===== src/rtl/arf_variance_pipe.sv =====
// arf_variance_pipe: eight-stage signed multiply/accumulate pipeline computing
// out_27/out_28 from eight samples, with a valid/ready handshake on both sides
// and a wrapping count of delivered results.
module arf_variance_pipe #(
  parameter int                        DATA_W = 16,
  parameter int                        ACC_W  = 64,
  parameter logic signed [DATA_W-1:0]  COEF   = DATA_W'(3),
  parameter logic signed [ACC_W-1:0]   K13    = '0,
  parameter logic signed [ACC_W-1:0]   K14    = '0,
  parameter int                        CNT_W  = 16
) (
  input  logic                     clk,
  input  logic                     rst,
  input  logic                     in_valid,
  output logic                     in_ready,
  input  logic signed [DATA_W-1:0] in_1,
  input  logic signed [DATA_W-1:0] in_2,
  input  logic signed [DATA_W-1:0] in_3,
  input  logic signed [DATA_W-1:0] in_4,
  input  logic signed [DATA_W-1:0] in_5,
  input  logic signed [DATA_W-1:0] in_6,
  input  logic signed [DATA_W-1:0] in_7,
  input  logic signed [DATA_W-1:0] in_8,
  output logic                     out_valid,
  input  logic                     out_ready,
  output logic signed [ACC_W-1:0]  out_27,
  output logic signed [ACC_W-1:0]  out_28,
  output logic [CNT_W-1:0]         result_count
);

  // Negation wraps within DATA_W, so the most negative COEF maps to itself.
  localparam logic signed [DATA_W-1:0] NEG_COEF = -COEF;

  // Full-precision DATA_W x DATA_W product, sign-extended to the accumulator width.
  function automatic logic signed [ACC_W-1:0] mul_op(
    input logic signed [DATA_W-1:0] op,
    input logic signed [DATA_W-1:0] c
  );
    logic signed [2*DATA_W-1:0] prod;
    prod = (2*DATA_W)'(op) * (2*DATA_W)'(c);
    return ACC_W'(prod);
  endfunction

  // Multiplier fed from an accumulator node: only its low DATA_W bits are used.
  function automatic logic signed [ACC_W-1:0] mul_node(
    input logic signed [ACC_W-1:0]  node,
    input logic signed [DATA_W-1:0] c
  );
    logic signed [DATA_W-1:0] op;
    op = DATA_W'(node);
    return mul_op(op, c);
  endfunction

  logic                     advance;
  logic signed [DATA_W-1:0] x [8];

  logic vld_p1, vld_p2, vld_p3, vld_p4, vld_p5, vld_p6, vld_p7, vld_p8;

  logic signed [ACC_W-1:0] p_p1 [8];
  logic signed [ACC_W-1:0] s9_p2, s10_p2, s11_p2, s12_p2;
  logic signed [ACC_W-1:0] s13_p3, s14_p3, s9_p3, s12_p3;
  logic signed [ACC_W-1:0] m15_p4, m16_p4, m17_p4, m18_p4, s9_p4, s12_p4;
  logic signed [ACC_W-1:0] s19_p5, s20_p5, s9_p5, s12_p5;
  logic signed [ACC_W-1:0] m21_p6, m22_p6, m23_p6, m24_p6, s9_p6, s12_p6;
  logic signed [ACC_W-1:0] s25_p7, s26_p7, s9_p7, s12_p7;
  logic signed [ACC_W-1:0] out27_p8, out28_p8;

  assign x[0] = in_1;
  assign x[1] = in_2;
  assign x[2] = in_3;
  assign x[3] = in_4;
  assign x[4] = in_5;
  assign x[5] = in_6;
  assign x[6] = in_7;
  assign x[7] = in_8;

  // The whole pipeline moves as one unit; it only stalls when a result is
  // waiting at the output and the consumer is not taking it.
  assign advance   = !vld_p8 || out_ready;
  assign in_ready  = advance;
  assign out_valid = vld_p8;
  assign out_27    = out27_p8;
  assign out_28    = out28_p8;

  // Valid bits travel with their data; bubbles shift through as zeros.
  always_ff @(posedge clk or posedge rst) begin
    if (rst) begin
      vld_p1 <= 1'b0;
      vld_p2 <= 1'b0;
      vld_p3 <= 1'b0;
      vld_p4 <= 1'b0;
      vld_p5 <= 1'b0;
      vld_p6 <= 1'b0;
      vld_p7 <= 1'b0;
      vld_p8 <= 1'b0;
    end else if (advance) begin
      vld_p1 <= in_valid;
      vld_p2 <= vld_p1;
      vld_p3 <= vld_p2;
      vld_p4 <= vld_p3;
      vld_p5 <= vld_p4;
      vld_p6 <= vld_p5;
      vld_p7 <= vld_p6;
      vld_p8 <= vld_p7;
    end
  end

  // ---- S1: scale every sample by C ----
  always_ff @(posedge clk or posedge rst) begin
    if (rst) begin
      for (int i = 0; i < 8; i++) p_p1[i] <= '0;
    end else if (advance) begin
      for (int i = 0; i < 8; i++) p_p1[i] <= mul_op(x[i], COEF);
    end
  end

  // ---- S2: pairwise sums s9..s12 ----
  always_ff @(posedge clk or posedge rst) begin
    if (rst) begin
      s9_p2  <= '0;
      s10_p2 <= '0;
      s11_p2 <= '0;
      s12_p2 <= '0;
    end else if (advance) begin
      s9_p2  <= p_p1[0] + p_p1[1];
      s10_p2 <= p_p1[2] + p_p1[3];
      s11_p2 <= p_p1[4] + p_p1[5];
      s12_p2 <= p_p1[6] + p_p1[7];
    end
  end

  // ---- S3: add the node offsets; s9/s12 start their delay line ----
  always_ff @(posedge clk or posedge rst) begin
    if (rst) begin
      s13_p3 <= '0;
      s14_p3 <= '0;
      s9_p3  <= '0;
      s12_p3 <= '0;
    end else if (advance) begin
      s13_p3 <= s10_p2 + K13;
      s14_p3 <= s11_p2 + K14;
      s9_p3  <= s9_p2;
      s12_p3 <= s12_p2;
    end
  end

  // ---- S4: scale s13/s14 by C (m17/m18 duplicate m15/m16 by definition) ----
  always_ff @(posedge clk or posedge rst) begin
    if (rst) begin
      m15_p4 <= '0;
      m16_p4 <= '0;
      m17_p4 <= '0;
      m18_p4 <= '0;
      s9_p4  <= '0;
      s12_p4 <= '0;
    end else if (advance) begin
      m15_p4 <= mul_node(s13_p3, COEF);
      m16_p4 <= mul_node(s14_p3, COEF);
      m17_p4 <= mul_node(s13_p3, COEF);
      m18_p4 <= mul_node(s14_p3, COEF);
      s9_p4  <= s9_p3;
      s12_p4 <= s12_p3;
    end
  end

  // ---- S5: combine the scaled terms ----
  always_ff @(posedge clk or posedge rst) begin
    if (rst) begin
      s19_p5 <= '0;
      s20_p5 <= '0;
      s9_p5  <= '0;
      s12_p5 <= '0;
    end else if (advance) begin
      s19_p5 <= m15_p4 + m16_p4;
      s20_p5 <= m17_p4 + m18_p4;
      s9_p5  <= s9_p4;
      s12_p5 <= s12_p4;
    end
  end

  // ---- S6: second multiply layer, mostly by -C ----
  always_ff @(posedge clk or posedge rst) begin
    if (rst) begin
      m21_p6 <= '0;
      m22_p6 <= '0;
      m23_p6 <= '0;
      m24_p6 <= '0;
      s9_p6  <= '0;
      s12_p6 <= '0;
    end else if (advance) begin
      m21_p6 <= mul_node(s19_p5, NEG_COEF);
      m22_p6 <= mul_node(s20_p5, NEG_COEF);
      m23_p6 <= mul_node(s19_p5, NEG_COEF);
      m24_p6 <= mul_node(s20_p5, COEF);
      s9_p6  <= s9_p5;
      s12_p6 <= s12_p5;
    end
  end

  // ---- S7: fold the second layer ----
  always_ff @(posedge clk or posedge rst) begin
    if (rst) begin
      s25_p7 <= '0;
      s26_p7 <= '0;
      s9_p7  <= '0;
      s12_p7 <= '0;
    end else if (advance) begin
      s25_p7 <= m21_p6 + m22_p6;
      s26_p7 <= m23_p6 + m24_p6;
      s9_p7  <= s9_p6;
      s12_p7 <= s12_p6;
    end
  end

  // ---- S8: final sums with the delay-matched s9/s12 ----
  always_ff @(posedge clk or posedge rst) begin
    if (rst) begin
      out27_p8 <= '0;
      out28_p8 <= '0;
    end else if (advance) begin
      out27_p8 <= s9_p7 + s25_p7;
      out28_p8 <= s12_p7 + s26_p7;
    end
  end

  // Count completed output handshakes, wrapping naturally at 2^CNT_W.
  always_ff @(posedge clk or posedge rst) begin
    if (rst) begin
      result_count <= '0;
    end else if (out_valid && out_ready) begin
      result_count <= result_count + CNT_W'(1);
    end
  end

endmodule


===== config.mk =====
export PLATFORM = sky130hd
export DESIGN_NAME = arf_variance_pipe
export DESIGN_NICKNAME = d
export VERILOG_FILES = /design/src/rtl/arf_variance_pipe.sv
export SDC_FILE = /design/constraint.sdc
export NUM_CORES = 2
export LEC_CHECK = 0
export CAP_MARGIN = 0
export CELL_PAD_IN_SITES_DETAIL_PLACEMENT = 0
export CELL_PAD_IN_SITES_GLOBAL_PLACEMENT = 1
export CORE_UTILIZATION = 52
export CTS_BUF_LIST = sky130_fd_sc_hd__clkbuf_2 sky130_fd_sc_hd__clkbuf_4 sky130_fd_sc_hd__clkbuf_8
export DETAILED_ROUTE_END_ITERATION = 7
export GPL_TIMING_DRIVEN = 0
export PLACE_DENSITY = 0.95
export SETUP_SLACK_MARGIN = 0.15
export SLEW_MARGIN = 10
export SYNTH_ARGS = -nofsm -noshare
export SYNTH_HDL_FRONTEND = slang
export SYNTH_SLANG_ARGS = --single-unit

===== constraint.sdc =====
create_clock -name clk -period 66.1 [get_ports clk]
set_input_delay 13.22 -clock clk [delete_from_list [all_inputs] [get_ports clk]]
set_output_delay 13.22 -clock clk [all_outputs]
set_load 0.01 [all_outputs]

==> qor.txt <==
============================================================================================
Outcome                                                                         finished clean
Worst clock skew                                                                   0.0313 ns
I/O pin count                                                                            278
Initial core utilization                                                               52.8%
Post-Syn Area per Cell                                                              9.08 um2
Number of cell instances on the worst register-to-register path                            7
Total number of vias                                                                   36195
Mean routed wirelength per cell                                                      19.9 um
Synthesized Nets                                                                        5500
Main flop type after synthesis                                                  sky130_fd_sc_hd__dfrtp_1
Count of different cell masters after synthesis                                           77
Number of endpoints with negative hold slack in the final report                           0
Clock tree buffer depth                                                                    3
Number of storage elements in the synthesis netlist                                      719
Startpoint of the worst setup timing path                                          out_ready
Overall power consumption                                                            2970 uW
Largest net degree at the start of global routing                                        118
Tcrit/Tclk final                                                                       46.3%
Final HPWL from detailed placement                                                  96400 um
Minimum clock period after layout                                                   30.58 ns
Cell types with the largest area share after synthesis                          sky130_fd_sc_hd__dfrtp_1, sky130_fd_sc_hd__ha_1, sky130_fd_sc_hd__nand2_1, sky130_fd_sc_hd__a21oi_1, sky130_fd_sc_hd__fa_1
TritonCTS Sinks                                                                          719
Async S/R FF share, synth                                                               100%
Clock transition at path regs                                                        0.06 ns
Height of the chip                                                                    292 um
Core Area                                                                         0.0825 mm2
Drt via density                                                                         5.67
Path type of the worst setup path                                                  in -> out
Data arrival time of the critical path                                              17.36 ns
Ordered list of cells on the worst path                                         clkdlybuf4s50_1 -> nor2b_1 -> clkinv_1 -> clkbuf_1 -> clkbuf_1 -> clkbuf_1 -> clkdlybuf4s50_1
Sequential fraction of the synthesis area                                              41.3%
Total GRT Usage                                                                        30.1%
Basic-gate share of the synthesized area counting and, or, nand and nor cells          17.8%
Reported max-cap violation count                                                           0
Adder and majority cell fraction of the synthesized area                               17.5%
Launch point of the worst reg-to-reg path                                       out_valid$_DFFE_PP0P_
Routed WL                                                                          127000 um
Portion of netlist area occupied by mux cells                                         0.350%
Number of cell rows                                                                      105
Vias in the first global route                                                         35489
CTS tree                                                                               built
Max Clock Freq                                                                      32.7 MHz
Final weighted congestion of routability-driven global placement                       0.929
Die span in x                                                                         292 um
Dominant combinational cell family by area after synthesis                      simple AND/OR/NAND/NOR gates
CP Max Fanout                                                                             10
Synthesis-to-layout area growth                                                        16.3%
Unrepaired setup endpoints after global routing                                        false
CTS H-tree lvls                                                                            3
Startpoint class of the critical path                                              input pin
Area share of the leading cell type in the synthesized netlist                         41.3%
Clock insertion delay at the later pin of the skew report                            0.77 ns
Fin nets                                                                                5906
Ratio of cells with drive above 1 in the final layout                                  5.18%
CP max-delay cell                                                               sky130_fd_sc_hd__clkbuf_1
Dominant cell by count in the synthesized netlist                               sky130_fd_sc_hd__nand2_1
Total internal power                                                                 1630 uW
Sequential share of power                                                              28.2%
Max-slew violation count                                                                   0
Top cells by count, synth                                                       sky130_fd_sc_hd__nand2_1, sky130_fd_sc_hd__dfrtp_1, sky130_fd_sc_hd__ha_1
Root Buffer Master                                                              sky130_fd_sc_hd__clkbuf_8
Transition at the pin with the smallest max-transition slack                         1.42 ns
Part of the power in the clock network                                                 15.2%
GRT Residual Overflow                                                                      0
Largest stage delay on the critical path                                             0.83 ns
Sort of element at the end of the critical path                                  output port
Sum Neg Setup Slack                                                                     0 ns
Compound-Gate Fraction of Synth Area                                                   15.7%
Overall die area                                                                  0.0850 mm2
Worst slew margin                                                                      5.66%
Xor/xnor cell area share of the yosys netlist                                          4.72%
Number of nets with antenna violations after routing                                       0
Total clock buffers created by CTS                                                       121
Post-synthesis instance area                                                      0.0436 mm2
Pwr Density                                                                      58.7 mW/mm2
Yosys warning total                                                                        0
Req. time, crit path                                                                52.88 ns
Number of standard cells after synthesis                                                4801
Initial DRC Count                                                                       2759
Family with the most delay on the worst path                                    buffers and inverters
Start point of the worst hold path                                              s12_p3[5]$_DFFE_PP0P_
CP Depth                                                                                   7
Share of total power in combinational logic                                            56.6%
Number of synthesized flops with an enable pin                                             0
Cell seen most often among critical-path stages                                 sky130_fd_sc_hd__clkbuf_1
Tightest Hold Check Type                                                          reg -> reg
I/O Buffers                                                                              277
Initial DRT Pass Iterations                                                                6
Post-Place Cell Area                                                              0.0479 mm2
Wire length of the first global-routing pass                                       199000 um
IR drop worst, VDD                                                                 0.0305 mV
Leading area contributor after synthesis                                        sky130_fd_sc_hd__dfrtp_1
Combined buffer and inverter count along the critical path                                 6
Number of remaining DRC errors                                                             0
Number of antenna violations at the first check in global routing                          8
Hold depth                                                                                 2
Static leakage                                                                     0.0244 uW
Buffers inserted by post-CTS timing repair                                                 0
Final Cell Area                                                                   0.0507 mm2
Net switching power figure                                                           1350 uW
Switching power share of the total                                                     45.3%
Hold-fix buffer count after cts                                                            0
Quantity of gates resized following cts                                                    0
Count of final setup violators                                                             0
============================================================================================
[cells in the final DEF, fill, tap and decap left out, types with 26 or more instances in the layout]
master / count
sky130_fd_sc_hd__nand2b_1: 39
sky130_fd_sc_hd__a21oi_1: 347
sky130_fd_sc_hd__xnor2_1: 131
sky130_fd_sc_hd__clkbuf_4: 39
sky130_fd_sc_hd__dfrtp_1: 719
sky130_fd_sc_hd__nor2b_1: 32
sky130_fd_sc_hd__ha_1: 494
sky130_fd_sc_hd__o21a_1: 80
sky130_fd_sc_hd__o21bai_1: 37
sky130_fd_sc_hd__clkdlybuf4s50_1: 277
sky130_fd_sc_hd__a31oi_1: 32
sky130_fd_sc_hd__o21ai_0: 259
sky130_fd_sc_hd__nor2_1: 288
sky130_fd_sc_hd__a211oi_1: 39
sky130_fd_sc_hd__nand3_1: 57
sky130_fd_sc_hd__fa_1: 73
sky130_fd_sc_hd__nand2_1: 1271
sky130_fd_sc_hd__xor2_1: 104
sky130_fd_sc_hd__a21o_1: 110
sky130_fd_sc_hd__o31ai_1: 35
sky130_fd_sc_hd__nor3_1: 55
sky130_fd_sc_hd__clkbuf_1: 156
sky130_fd_sc_hd__inv_1: 119
sky130_fd_sc_hd__nor3b_1: 26
sky130_fd_sc_hd__clkbuf_8: 157
[metrics by stage]
stage               hold WS, ns  util [%]  instances  setup WS [ns]
global placement          0.445      57.8       6148          24.75
floorplan                 0.430         -       4801          32.71
finish                    0.452      61.5       6387          35.52
global route              0.480      61.5       6385          35.60
CTS                       0.453      61.5       6384          35.69
detailed placement        0.448      58.0       6154          35.70
[power groups by stage]
| stage | sequential (uW) | combinational, uW | clock (uW) |
|---|---|---|---|
| final | 838 | 1680 | 453 |
| after floorplan | 802 | 1170 | 0 |
| after global routing | 860 | 1870 | 478 |
| after CTS | 835 | 1670 | 457 |
| after detailed placement | 842 | 1650 | 0 |
| after global placement | 838 | 1620 | 0 |
[kinds of logic (layout without fill, tap and decap cells)]
family | count (synthesis) | in the layout
AND/OR/NAND/NOR | 1873 | 1873
buffers and inverters | 298 | 811
AO/OA/AOI/OAI | 1094 | 1094
multiplexers | 15 | 15
other | 0 | 3
XOR/XNOR | 235 | 235
adder cells (fa/ha/maj) | 567 | 567
flip-flops | 719 | 719
[routing by layer]
layer  routed length [um]  part of all wire [%]  track usage [%]  vias up
met2                58600                    46             48.7     1210
met4                 5250                   4.1             12.8        0
met5                    0                     0                0        -
met1                54100                    42             40.0    17366
li1                     -                     -                -    17343
met3                 9400                   7.4             4.84      276
[registers in the layout, summed over array words and instances, names as in the netlist, 18 cells and up]
| name | count |
|---|---|
| p_p1 | 140 |
| out_27 | 64 |
| out_28 | 64 |
| s12_p2 | 20 |
| s12_p3 | 20 |
| s12_p4 | 20 |
| s12_p5 | 20 |
| s12_p6 | 20 |
| s12_p7 | 20 |
| s9_p2 | 20 |
| s9_p3 | 20 |
| s9_p4 | 20 |
| s9_p5 | 20 |
| s9_p6 | 20 |
| s9_p7 | 20 |
| m22_p6 | 19 |
| s25_p7 | 19 |
| s26_p7 | 19 |
| m24_p6 | 18 |
[worst min-delay path, stage by stage (launching register included)]
cell,delay [ns]
sky130_fd_sc_hd__dfrtp_1,0.34
sky130_fd_sc_hd__nand2_1,0.05
sky130_fd_sc_hd__nand2_1,0.06
[area by class of cell]
| type | instances | area, um2 |
|---|---|---|
| fill | 7177 | 31800 |
| tap | 1070 | 1340 |
| buffer | 177 | 674 |
| clock buffer | 196 | 2450 |
| sequential | 719 | 18000 |
| multi-input combinational | 3784 | 24500 |
| inverter | 121 | 462 |
| antenna | 3 | 7.51 |
| clock inverter | 34 | 369 |
| timing repair buffer | 283 | 2940 |
[path summary, 6_finish.rpt]
check                                    endpoint  slack [ns]
min                         s12_p4[5]$_DFFE_PP0P_        0.45
max in group asynchronous    p_p1[81]$_DFFE_PP0P_       51.20
max                                      in_ready       35.52
max reg2reg                s12_p2[17]$_DFFE_PP0P_       61.70
min in group asynchronous   out_27[8]$_DFFE_PP0P_       12.88
min reg2reg                 s12_p4[5]$_DFFE_PP0P_        0.45
Power figures use the tool's default switching activity.
